`config.mk`:
```
export PLATFORM = sky130hd
export DESIGN_NAME = instr_fetch
export DESIGN_NICKNAME = d
export VERILOG_FILES = /design/src/rtl/instr_fetch.sv
export SDC_FILE = /design/constraint.sdc
export NUM_CORES = 1
export LEC_CHECK = 0
export CORE_MARGIN = 2
export CORE_UTILIZATION = 57
export CTS_CLUSTER_DIAMETER = 50
export DETAILED_ROUTE_END_ITERATION = 8
export DONT_BUFFER_PORTS = 1
export HOLD_SLACK_MARGIN = 0.02
export PLACE_DENSITY = 0.74
export SLEW_MARGIN = 10
export SYNTH_ARGS = -nofsm -noshare
export SYNTH_HDL_FRONTEND = slang
export SYNTH_SLANG_ARGS = --single-unit
```
`constraint.sdc`:
```
create_clock -name clk -period 2.2 [get_ports clk]
set_clock_uncertainty 0.05 [all_clocks]
set_input_delay 0.44 -clock clk [delete_from_list [all_inputs] [get_ports clk]]
set_output_delay 0.44 -clock clk [all_outputs]
set_load 0.02 [all_outputs]
```
`src/rtl/instr_fetch.sv`:
```
// Instruction fetch unit: PC register, req/ack instruction-memory port, hold-until-retire handoff to decode.
// Optional FETCH_MISALIGN_CHECK_EN traps misaligned taken-branch targets into a sticky ERR state.
module instr_fetch #(
  parameter logic [31:0] RESET_PC = 32'h0000_0000
) (
  input  logic        clk,
  input  logic        rst,
  output logic        imem_req,
  output logic [31:0] imem_addr,
  input  logic        imem_ack,
  input  logic [31:0] imem_rdata,
  output logic        instr_valid,
  output logic [31:0] instruction,
  output logic [31:0] pc,
  input  logic        instr_ready,
  input  logic        branch,
  input  logic        zero,
  input  logic [31:0] branch_target
`ifdef FETCH_MISALIGN_CHECK_EN
  ,
  output logic        misalign_err
`endif
);

  localparam logic [31:0] NOP = 32'h0000_0013;

  typedef enum logic [1:0] {
    IDLE  = 2'd0,
    REQ   = 2'd1,
    VALID = 2'd2
`ifdef FETCH_MISALIGN_CHECK_EN
    ,
    ERR   = 2'd3
`endif
  } state_t;

  state_t      state;
  state_t      next_state;
  logic        taken;
  logic        retire;
  logic [31:0] target;

  always_comb begin
    taken  = branch && zero;
    retire = (state == VALID) && instr_ready;
`ifdef FETCH_MISALIGN_CHECK_EN
    target = branch_target;
`else
    target = branch_target & 32'hFFFF_FFFC;
`endif
  end

  always_ff @(posedge clk) begin
    if (rst) begin
      state <= IDLE;
    end else begin
      state <= next_state;
    end
  end

  always_comb begin
    next_state = state;
    case (state)
      IDLE:  next_state = REQ;
      REQ:   if (imem_ack) next_state = VALID;
      VALID: begin
        if (instr_ready) begin
`ifdef FETCH_MISALIGN_CHECK_EN
          if (taken && (target[1:0] != 2'b00)) next_state = ERR;
          else                                  next_state = REQ;
`else
          next_state = REQ;
`endif
        end
      end
      default: next_state = state;
    endcase
  end

  // The faulting target is still loaded into pc so it is visible while in ERR.
  always_ff @(posedge clk) begin
    if (rst) begin
      pc          <= RESET_PC;
      instruction <= NOP;
    end else begin
      if ((state == REQ) && imem_ack) instruction <= imem_rdata;
      if (retire) pc <= taken ? target : pc + 32'd4;
    end
  end

  always_comb begin
    imem_req    = (state == REQ);
    instr_valid = (state == VALID);
    imem_addr   = pc;
`ifdef FETCH_MISALIGN_CHECK_EN
    misalign_err = (state == ERR);
`endif
  end

endmodule

```
==> results of run 1 <==
Yosys cell counts, types with 5 or more instances:
cell type  count
a21oi_1       53
a31oi_1        9
and3_1         5
buf_4         34
clkbuf_1      24
dfxtp_1       64
nand2_1       88
nand3_1       19
nand4_1       10
nor2_1        31
nor3_1         7
o21ai_0       14
or4_1          7
critical path: stages, from the launching register on:
cell      delay (ns)
dfxtp_2         0.33
buf_4           0.20
nand4_1         0.16
buf_4           0.18
nor4_2          0.36
mux2_1          0.36
a222oi_1        0.27
nor2_1          0.06
placed cells by master, fill, tap and decap left out, drive strengths merged, types with 3 or more instances in the layout:
cell / n
conb: 4
inv: 6
bufinv: 5
a31oi: 9
a32o: 3
nor4: 8
dfxtp: 64
clkbuf: 9
buf: 45
and3: 5
a2bb2oi: 3
nor2: 31
o21a: 4
nand4: 11
a211oi: 4
nand3: 21
a21oi: 53
a22oi: 4
nor3: 8
mux2: 3
o21ai: 17
or4: 7
or3: 3
nand2: 88
worst max path at each step:
stage | start | endpoint | cells past startpoint
2_1_floorplan | imem_addr[2]$_SDFFE_PP0N_ | imem_addr[20]$_SDFFE_PP0N_ | 7
3_3_place_gp | imem_addr[2]$_SDFFE_PP0N_ | imem_addr[18]$_SDFFE_PP0N_ | 7
3_5_place_dp | imem_addr[2]$_SDFFE_PP0N_ | imem_addr[18]$_SDFFE_PP0N_ | 7
4_1_cts | imem_addr[2]$_SDFFE_PP0N_ | imem_addr[18]$_SDFFE_PP0N_ | 7
5_1_grt | imem_addr[2]$_SDFFE_PP0N_ | imem_addr[19]$_SDFFE_PP0N_ | 7
6_report | imem_addr[2]$_SDFFE_PP0N_ | imem_addr[19]$_SDFFE_PP0N_ | 7
sequential cells by signal, indices dropped and copies added, names as in the netlist:
register     count
imem_addr       30
state            2
instruction     32
power groups by stage:
| stage | Clock [mW] | Sequential, mW | Combinational (mW) |
|---|---|---|---|
| after global routing | 1.52 | 1.28 | 0.233 |
| final | 1.47 | 1.27 | 0.210 |
| after CTS | 1.48 | 1.27 | 0.210 |
| after floorplan | 0 | 1.30 | 0.180 |
| after detailed placement | 0 | 1.30 | 0.209 |
| after global placement | 0 | 1.30 | 0.202 |
kinds of logic (layout without fill, tap and decap cells):
kind of cell	Yosys count	after routing	synth area share [%]
compound gates	111	111	20.09
mux	4	4	1.297
fa+ha+maj	1	1	0.3706
buf+inv	69	66	11.60
simple gates	193	193	28.32
other cells	1	4	0.1111
xor+xnor	1	1	0.2595
flops	64	64	37.95
repair_timing:
action,CTS,global route
setup buffers,0,1
endpoints found under the hold margin,0,0
setup endpoints to repair,0,4
gates resized for setup,0,1
cell type report:
cell class,count,share of cell area [%]
Clock buffer,9,3.286
Clock inverter,7,4.414
Inverter,5,0.4978
Multi-Input combinational cell,314,45.64
Sequential cell,64,34.05
Tap cell,75,2.489
Timing Repair Buffer,45,9.625
stage by stage:
stage | total power [mW] | cell area, sq um
floorplan | 1.482 | 3390
global placement | 1.498 | 3468
detailed placement | 1.506 | 3468
CTS | 2.962 | 3759
global route | 3.033 | 3770
finish | 2.948 | 3770
routing by layer:
metal | wire length (um) | vias to the layer above | share of wire [%] | global-route usage, %
li1 | - | 1521 | - | -
met5 | 0 | - | 0 | 0
met2 | 4301 | 155 | 49 | 44.13
met1 | 3490 | 1463 | 40 | 30.22
met4 | 104 | 0 | 1.2 | 9.322
met3 | 839 | 14 | 9.6 | 8.000
==> out/metrics.cfg, run 1 <==
[run_status]
status = finished, final reports clean

[critical_path]
cp.required_ns = 2.38
cp-end-kind = register
r2r-start = imem_addr[2]$_SDFFE_PP0N_
worstPathArrival_ns = 2.25
ff2ff_setup_slack_ns = 0.13
path_class = register to register
cp_max_fo = 6
worstRegToRegCells = 7
startpoint_type = register
rr_endpoint = imem_addr[19]$_SDFFE_PP0N_

[clock_network]
cts_root_buffer = clkbuf_8
clock-sinks = 64
clkLatencyLatePin_ns = 0.34
hold_buffers = 0
clkTransAtPathRegs_ns = 0.08
cts_tree = yes
cts_max_level = 3
cts_buffers = 9
clock_path_buffers = 2

[detailed_routing]
drt-pass1-iter-count = 5
drtIter0Drc = 250
final_antenna_net_count = 0
drc = 0
vias_per_cell = 6.075
wirelength_mm = 8.735
vias = 3153
wl_per_cell_um = 16.83

[power_and_ir_drop]
swShare_pct = 23.45
peakVddDrop_mv = 0.5653
seqPwrFrac_pct = 43.1
p_per_area_nw_per_um2 = 782.1
pwr-share-clk_pct = 49.8
switching_power_uw = 691.5
internal-power_mw = 2.257
p_leak_nw = 1.367
power_frac_comb_pct = 7.1

[placed_design]
dp_cells = 502
port_buffers = 0
hpwl_mm = 6.062
gp_congestion = 0.8552
pre_cts_slack_ns = 0.1399

[floorplan]
io_pins = 168
start_util_pct = 58.05
num_rows = 28
core_area_sq_um = 5816
dieArea_sq_um = 6554
die_h_um = 80.96
die_w_um = 80.96

[min_path]
whs_endpoint = instruction[16]$_SDFFE_PP0P_
min-delay-start = rst
holdPathStages = 1
hp-class = input port to register

[flow_run]
cap_violations = 0

[timing]
max_slew.worst_pin.slew_ns = 0.5586
slew_headroom_pct = 62.76
finalSetupViolations = 0
tns_ns = 0
setup_slack_ns = 0.1322
fin_crit_ns = 2.068
rsz0062_at_grt = false
period_share_pct = 93.99
slew_violations = 0
hold_ws_ns = 0.1147
fmax_ghz = 0.4836
hold_violations = 0

[layout]
num-fill-cells = 512
syn_to_final_growth_pct = 11.68
drive_gt1_share_pct = 17.34
diodes = 0
final_util_pct = 64.82
layoutNonFillerInstCount = 519
multi_input_area_sq_um = 1720
regArea_sq_um = 1284
nets = 510

[global_route]
antenna_found_initial = 0
grt_use_total_pct = 25.74
grt_pass1_vias = 2820
grt_max_degree = 62
gr-total-overflow = 0
grt_pass1_wl_mm = 13.14

[synthesis]
yosys.area.top_type = dfxtp_1
synth-seq-cells = 64
synthTopCellsByArea = dfxtp_1 38%, nand2_1 9.8%, a21oi_1 7.9%
ys_types = 55
netlist_area_sq_um = 3376
syn_inst = 444
async_flop_share_pct = 0
ys_warn_count = 0
synth_edf_count = 0
synthFlopType = dfxtp_1
yosysSeqAreaShare_pct = 37.95
avgSynthCellArea_sq_um = 7.603
yosysTopAreaCellShare_pct = 37.95

Note: power is estimated with default switching activity, not from simulation.
==> run 2, diff against run 1 <==
--- a/config.mk
+++ b/config.mk
@@ -6,12 +6,12 @@
 export NUM_CORES = 1
 export LEC_CHECK = 0
 export CORE_MARGIN = 2
-export CORE_UTILIZATION = 57
+export CORE_UTILIZATION = 63
 export CTS_CLUSTER_DIAMETER = 50
 export DETAILED_ROUTE_END_ITERATION = 8
 export DONT_BUFFER_PORTS = 1
 export HOLD_SLACK_MARGIN = 0.02
-export PLACE_DENSITY = 0.74
+export PLACE_DENSITY = 0.78
 export SLEW_MARGIN = 10
 export SYNTH_ARGS = -nofsm -noshare
 export SYNTH_HDL_FRONTEND = slang
==> constraint.sdc (replaced) <==
create_clock -name clk -period 2 [get_ports clk]
set_clock_uncertainty 0.05 [all_clocks]
set_input_delay 0.4 -clock clk [delete_from_list [all_inputs] [get_ports clk]]
set_output_delay 0.4 -clock clk [all_outputs]
set_load 0.02 [all_outputs]
==> run 2 against run 1 <==
Compared with the run above: worst setup slack worse by 0.092 ns; sequential share of layout area is 0.28 points higher; largest power group is now sequential cells; non-clock buffer count is 9 higher; largest cell class unchanged; cell count is 0.77% higher; register-to-register slack worse by 0.09 ns; wire length is 4.5% higher; highest routed layer unchanged.
==> out/metrics.cfg, run 2 (synthesis results as in run 1) <==
[placed_design]
hpwl_mm = 6.327  ; was 6.062 mm
port_buffers = 0  ; unchanged
gp_congestion = 0.8297  ; was 0.8552
detailed_place.area_sq_um = 3558  ; was 3468 sq um

[global_route]
grt_pass1_vias = 3041  ; was 2,820
grt_pass1_wl_mm = 14.30  ; was 13.14 mm
antenna_found_initial = 0  ; unchanged
gr-total-overflow = 0  ; unchanged
grt_max_degree = 62  ; unchanged
grt_use_total_pct = 29.85  ; was 25.74%

[clock_network]
hold_buffers = 0  ; unchanged
clock-sinks = 64  ; unchanged
cts_max_level = 3  ; unchanged
clkTransAtPathRegs_ns = 0.07  ; was 0.08 ns
clock_path_buffers = 2  ; unchanged
cts_root_buffer = clkbuf_8  ; unchanged
clkLatencyLatePin_ns = 0.34  ; about the same
cts_tree = yes  ; unchanged
cts_buffers = 9  ; unchanged

[timing]
fin_crit_ns = 1.959  ; was 2.068 ns
hold_ws_ns = 0.07510  ; was 0.1147 ns
max_slew.worst_pin.slew_ns = 0.5600  ; was 0.5586 ns
slew_headroom_pct = 62.67  ; was 62.76%
finalSetupViolations = 0  ; unchanged
slew_violations = 0  ; unchanged
tns_ns = 0  ; unchanged
hold_violations = 0  ; unchanged
period_share_pct = 97.97  ; was 93.99%
rsz0062_at_grt = true  ; was false
fmax_ghz = 0.5104  ; was 0.4836 GHz

[detailed_routing]
vias_per_cell = 6.266  ; was 6.075
vias = 3277  ; was 3,153
drc = 0  ; unchanged
final_antenna_net_count = 0  ; unchanged
wl_per_cell_um = 17.45  ; was 16.83 um
drt-pass1-iter-count = 5  ; unchanged
wirelength_mm = 9.124  ; was 8.735 mm
drtIter0Drc = 357  ; was 250

[layout]
top_register = instruction  ; unchanged
final_design_area_no_fill_sq_um = 3805  ; was 3770 sq um
syn_to_final_growth_pct = 12.71  ; was 11.68%
diodes = 0  ; unchanged
final_common_cell = nand2_1  ; unchanged
num-fill-cells = 386  ; was 512
multi_input_area_sq_um = 1780  ; was 1720 sq um
drive_gt1_share_pct = 22.30  ; was 17.34%
largest_reg_flops = 32  ; unchanged
final_util_pct = 74.03  ; was 64.82%
nets = 519  ; was 510
layout_common_cells = 88 x nand2_1, 53 x a21oi_1, 52 x dfxtp_1  ; was 88 x nand2_1, 62 x dfxtp_1, 53 x a21oi_1
regArea_sq_um = 1306  ; was 1284 sq um

[critical_path]
cp.required_ns = 2.17  ; was 2.38 ns
cp_max_fo = 6  ; unchanged
startpoint_type = register  ; unchanged
worst_path_max_delay_cell = dfxtp_4  ; was nor4_2
path_class = register to register  ; unchanged
cp_cell_sequence = buf_8 > nand4_1 > nor4_4 > mux2_4 > a222oi_1 > nor2_1  ; was buf_4 > nand4_1 > buf_4 > nor4_2 > mux2_1 > a222oi_1 > nor2_1
worstPathArrival_ns = 2.13  ; was 2.25 ns
cp-end-kind = register  ; unchanged
cp_slowest_stage_delay_ns = 0.37  ; was 0.36 ns

[floorplan]
io_pins = 168  ; unchanged
start_util_pct = 65.68  ; was 58.05%
dieArea_sq_um = 5960  ; was 6554 sq um
die_h_um = 77.20  ; was 80.96 um
die_w_um = 77.20  ; was 80.96 um
num_rows = 26  ; was 28
core_area_sq_um = 5140  ; was 5816 sq um

[power_and_ir_drop]
p_per_area_nw_per_um2 = 681.1  ; was 782.1 nW/um^2
p_leak_nw = 1.405  ; was 1.367 nW
peakVddDrop_mv = 0.5252  ; was 0.5653 mV

[flow_run]
cap_violations = 0  ; unchanged

[min_path]
hp-class = input port to register  ; unchanged

[run_status]
status = finished, final reports clean  ; unchanged

## run 2: cell types whose count changed in the layout (fill, tap and decap cells not counted), moves of 4 or more
| cell | previous run | this run |
|---|---|---|
| buf_6 | 0 | 4 |
| dfxtp_2 | 2 | 8 |
| bufinv_16 | 5 | 0 |
| dfxtp_4 | 0 | 4 |
| dfxtp_1 | 62 | 52 |
| clkinv_2 | 0 | 4 |
| buf_4 | 43 | 47 |
## run 2: final timing paths
| check | startpoint | depth (start not counted) | endpoint | slack, ns |
|---|---|---|---|---|
| max | imem_addr[11]$_SDFFE_PP0N_ | 6 | imem_addr[19]$_SDFFE_PP0N_ | 0.04 |
| min | rst | 1 | imem_addr[27]$_SDFFE_PP0N_ | 0.08 |
| max reg2reg | imem_addr[11]$_SDFFE_PP0N_ | 6 | imem_addr[19]$_SDFFE_PP0N_ | 0.04 |
| min reg2reg | instruction[6]$_SDFFE_PP0P_ | 2 | instruction[6]$_SDFFE_PP0P_ | 0.50 |
## run 2: power breakdown
part	leakage [nW]	internal, mW	switching, mW
Combinational	0.792	0.0828	0.158
Sequential	0.527	1.32	0.0769
Clock	0.0858	0.443	0.514
Total	1.40	1.84	0.749
## run 2: area by class of cell
class	instances	area share (%)
clock buffer	10	3.354
clock inverter	6	0.9536
inverter	5	0.4933
multi-input combinational	314	46.79
sequential	64	34.33
tap	70	2.302
timing repair buffer	54	11.77
## run 2: what timing repair did
item | 4_1_cts | 5_1_grt
resized for setup | 1 | 18
setup buffers | 1 | 0
pin swaps | 2 | 11
setup endpoints to repair | 6 | 6
## run 2: worst max-delay path: cells and delay by family, from the launching register on
family	cells	cell delay, ns
muxes	1	0.33
and+or+nand+nor	3	0.62
AOI/OAI and AO/OA	1	0.32
buffers and inverters	1	0.15
DFF	1	0.37
## run 2: metrics by stage
step	cells	setup WS (ns)	power (mW)
after floorplan	447	-0.006599	1.630
after global placement	506	-0.02068	1.649
after detailed placement	506	-0.07113	1.659
after CTS	523	0.004124	2.598
after global routing	523	-0.02327	2.681
final	523	0.04063	2.591
## run 2: per-layer routing
layer  routed length, um  vias to the layer above  GRT usage [%]  part of all wire, %
met2                4501                      189          49.13                   49
met3                 890                       19          9.412                  9.8
li1                    -                     1540              -                    -
met5                   0                        -              0                    0
met4                 174                        0          14.46                  1.9
met1                3558                     1529          35.12                   39
==> run 3, diff against run 2 <==
--- a/config.mk
+++ b/config.mk
@@ -5,7 +5,7 @@
 export SDC_FILE = /design/constraint.sdc
 export NUM_CORES = 1
 export LEC_CHECK = 0
-export CORE_MARGIN = 2
+export CORE_MARGIN = 5
 export CORE_UTILIZATION = 63
 export CTS_CLUSTER_DIAMETER = 50
 export DETAILED_ROUTE_END_ITERATION = 8
==> run 3 against run 2 <==
Compared with the run above: critical path type unchanged; die area rose by 16%; highest routed layer unchanged; wire length grew 4.2%; critical path depth is 1 lower; largest power group unchanged.
==> out/metrics.cfg, run 3 (synthesis results as in run 1) <==
[clock_network]
cts_max_level = 3  ; unchanged
clkLatencyLatePin_ns = 0.33  ; was 0.34 ns
clock-sinks = 64  ; unchanged
clkTransAtPathRegs_ns = 0.07  ; about the same
hold_buffers = 0  ; unchanged
clock_path_buffers = 2  ; unchanged
cts_tree = yes  ; unchanged
cts_root_buffer = clkbuf_8  ; unchanged
cts_buffers = 9  ; unchanged

[global_route]
gr-total-overflow = 0  ; unchanged
grt_max_degree = 62  ; unchanged
grt_pass1_vias = 3150  ; was 3,041
grt_use_total_pct = 26.24  ; was 29.85%
antenna_found_initial = 0  ; unchanged
grt_pass1_wl_mm = 15.14  ; was 14.30 mm

[layout]
nets = 517  ; was 519
syn_to_final_growth_pct = 13.64  ; was 12.71%
final_util_pct = 74.17  ; was 74.03%
layoutNonFillerInstCount = 521  ; was 523
final_common_cell = nand2_1  ; unchanged
diodes = 0  ; unchanged
largest_reg_flops = 32  ; unchanged
regArea_sq_um = 1305  ; was 1306 sq um
drive_gt1_share_pct = 21.95  ; was 22.30%
num-fill-cells = 389  ; was 386
layout_common_cells = 88 x nand2_1, 53 x a21oi_1, 53 x dfxtp_1  ; was 88 x nand2_1, 53 x a21oi_1, 52 x dfxtp_1
multi_input_area_sq_um = 1788  ; was 1780 sq um
top_register = instruction  ; unchanged

[timing]
period_share_pct = 98.49  ; was 97.97%
setup_slack_ns = 0.03020  ; was 0.04063 ns
finalSetupViolations = 0  ; unchanged
hold_ws_ns = 0.08149  ; was 0.07510 ns
slew_headroom_pct = 63.93  ; was 62.67%
hold_violations = 0  ; unchanged
max_slew.worst_pin.slew_ns = 0.5410  ; was 0.5600 ns
rsz0062_at_grt = true  ; unchanged
slew_violations = 0  ; unchanged
fin_crit_ns = 1.970  ; was 1.959 ns
fmax_ghz = 0.5077  ; was 0.5104 GHz

[detailed_routing]
vias_per_cell = 6.246  ; was 6.266
vias = 3254  ; was 3,277
wirelength_mm = 9.503  ; was 9.124 mm
final_antenna_net_count = 0  ; unchanged
drtIter0Drc = 320  ; was 357
wl_per_cell_um = 18.24  ; was 17.45 um
drc = 0  ; unchanged
drt-pass1-iter-count = 5  ; unchanged

[placed_design]
hpwl_mm = 6.528  ; was 6.327 mm
pre_cts_slack_ns = -0.005506  ; was -0.07113 ns
gp_congestion = 0.8665  ; was 0.8297
port_buffers = 0  ; unchanged
dp_cells = 502  ; was 506

[flow_run]
cap_violations = 0  ; unchanged

[critical_path]
cp.required_ns = 2.22  ; was 2.17 ns
rr_endpoint = imem_addr[31]$_SDFFE_PP0N_  ; was imem_addr[19]$_SDFFE_PP0N_
worstPathArrival_ns = 2.18  ; was 2.13 ns
ff2ff_setup_slack_ns = 0.03  ; was 0.04 ns
r2r-start = imem_addr[23]$_SDFFE_PP0N_  ; was imem_addr[11]$_SDFFE_PP0N_
path_class = register to register  ; unchanged
worstRegToRegCells = 5  ; was 6
cp_max_fo = 4  ; was 6
startpoint_type = register  ; unchanged
cp-end-kind = register  ; unchanged

[power_and_ir_drop]
power_frac_comb_pct = 8.2  ; was 9.3%
internal-power_mw = 2.130  ; was 1.842 mW
seqPwrFrac_pct = 48.6  ; was 53.8%
peakVddDrop_mv = 0.6519  ; was 0.5252 mV
p_leak_nw = 1.413  ; was 1.405 nW
swShare_pct = 25.79  ; was 28.92%
pwr-share-clk_pct = 43.2  ; was 36.9%
switching_power_uw = 740.4  ; was 749.5 uW
p_per_area_nw_per_um2 = 748.4  ; was 681.1 nW/um^2

[floorplan]
dieArea_sq_um = 6922  ; was 5960 sq um
start_util_pct = 65.26  ; was 65.68%
die_w_um = 83.20  ; was 77.20 um
die_h_um = 83.20  ; was 77.20 um
io_pins = 168  ; unchanged
core_area_sq_um = 5172  ; was 5140 sq um
num_rows = 26  ; unchanged

[min_path]
whs_endpoint = instruction[16]$_SDFFE_PP0P_  ; was imem_addr[27]$_SDFFE_PP0N_
min-delay-start = rst  ; unchanged
hp-class = input port to register  ; unchanged
holdPathStages = 1  ; unchanged

[run_status]
status = finished, final reports clean  ; unchanged

run 3: changes by cell type in the layout (fill, tap and decap cells not counted), sizes merged:
| cell | delta |
|---|---|
| clkinv | -4 |
| buf | -2 |
| bufinv | +2 |
| clkbuf | +1 |
| clkinvlp | +1 |
run 3: routing by layer:
layer | global-route usage (%) | wire [um]
met2 | 43.66 | 4609
met3 | 10.69 | 1117
met4 | 11.44 | 232
met5 | 0 | 0
met1 | 29.42 | 3544
run 3: worst max path at each step:
stage / from / to / slack (ns)
floorplan: imem_addr[2]$_SDFFE_PP0N_ / imem_addr[20]$_SDFFE_PP0N_ / -0.007
global placement: imem_addr[2]$_SDFFE_PP0N_ / imem_addr[22]$_SDFFE_PP0N_ / 0.03
detailed placement: imem_addr[2]$_SDFFE_PP0N_ / imem_addr[22]$_SDFFE_PP0N_ / -0.006
CTS: imem_addr[2]$_SDFFE_PP0N_ / imem_addr[30]$_SDFFE_PP0N_ / 0.02
global route: imem_addr[23]$_SDFFE_PP0N_ / imem_addr[31]$_SDFFE_PP0N_ / -0.04
finish: imem_addr[23]$_SDFFE_PP0N_ / imem_addr[31]$_SDFFE_PP0N_ / 0.03
run 3: layout make-up:
class / instances / area share [%]
Multi-Input combinational cell: 314 / 46.61
Sequential cell: 64 / 34.02
Timing Repair Buffer: 52 / 10.83
Clock buffer: 11 / 3.686
Tap cell: 70 / 2.283
Clock inverter: 5 / 2.087
Inverter: 5 / 0.4892
run 3: power groups by stage:
stage | logic (mW) | clock network (mW) | registers [mW]
final | 0.237 | 1.24 | 1.39
after CTS | 0.236 | 1.24 | 1.40
after global routing | 0.262 | 1.32 | 1.40
after global placement | 0.227 | 0 | 1.42
after floorplan | 0.198 | 0 | 1.43
after detailed placement | 0.235 | 0 | 1.42
run 3: metrics by stage:
step           cell area (sq um)  total power [mW]   TNS [ns]
6_report                    3836             2.871          0
4_1_cts                     3766             2.875          0
2_1_floorplan               3433             1.630   -0.01253
3_3_place_gp                3541             1.650          0
5_1_grt                     3836             2.979   -0.03696
3_5_place_dp                3541             1.660  -0.005506
run 3: repair_timing:
item                                    CTS  global route
buffers inserted                          0             3
pin swaps                                 1             9
gates resized for setup                   1            10
endpoints found under the setup margin    3             7
run 3: worst max-delay path, cell delays in order (launching register included):
cell     delay (ns)
dfxtp_1        0.39
nand3_1        0.16
nor4_1         0.44
nand4_1        0.23
or4_4          0.46
a31oi_2        0.17
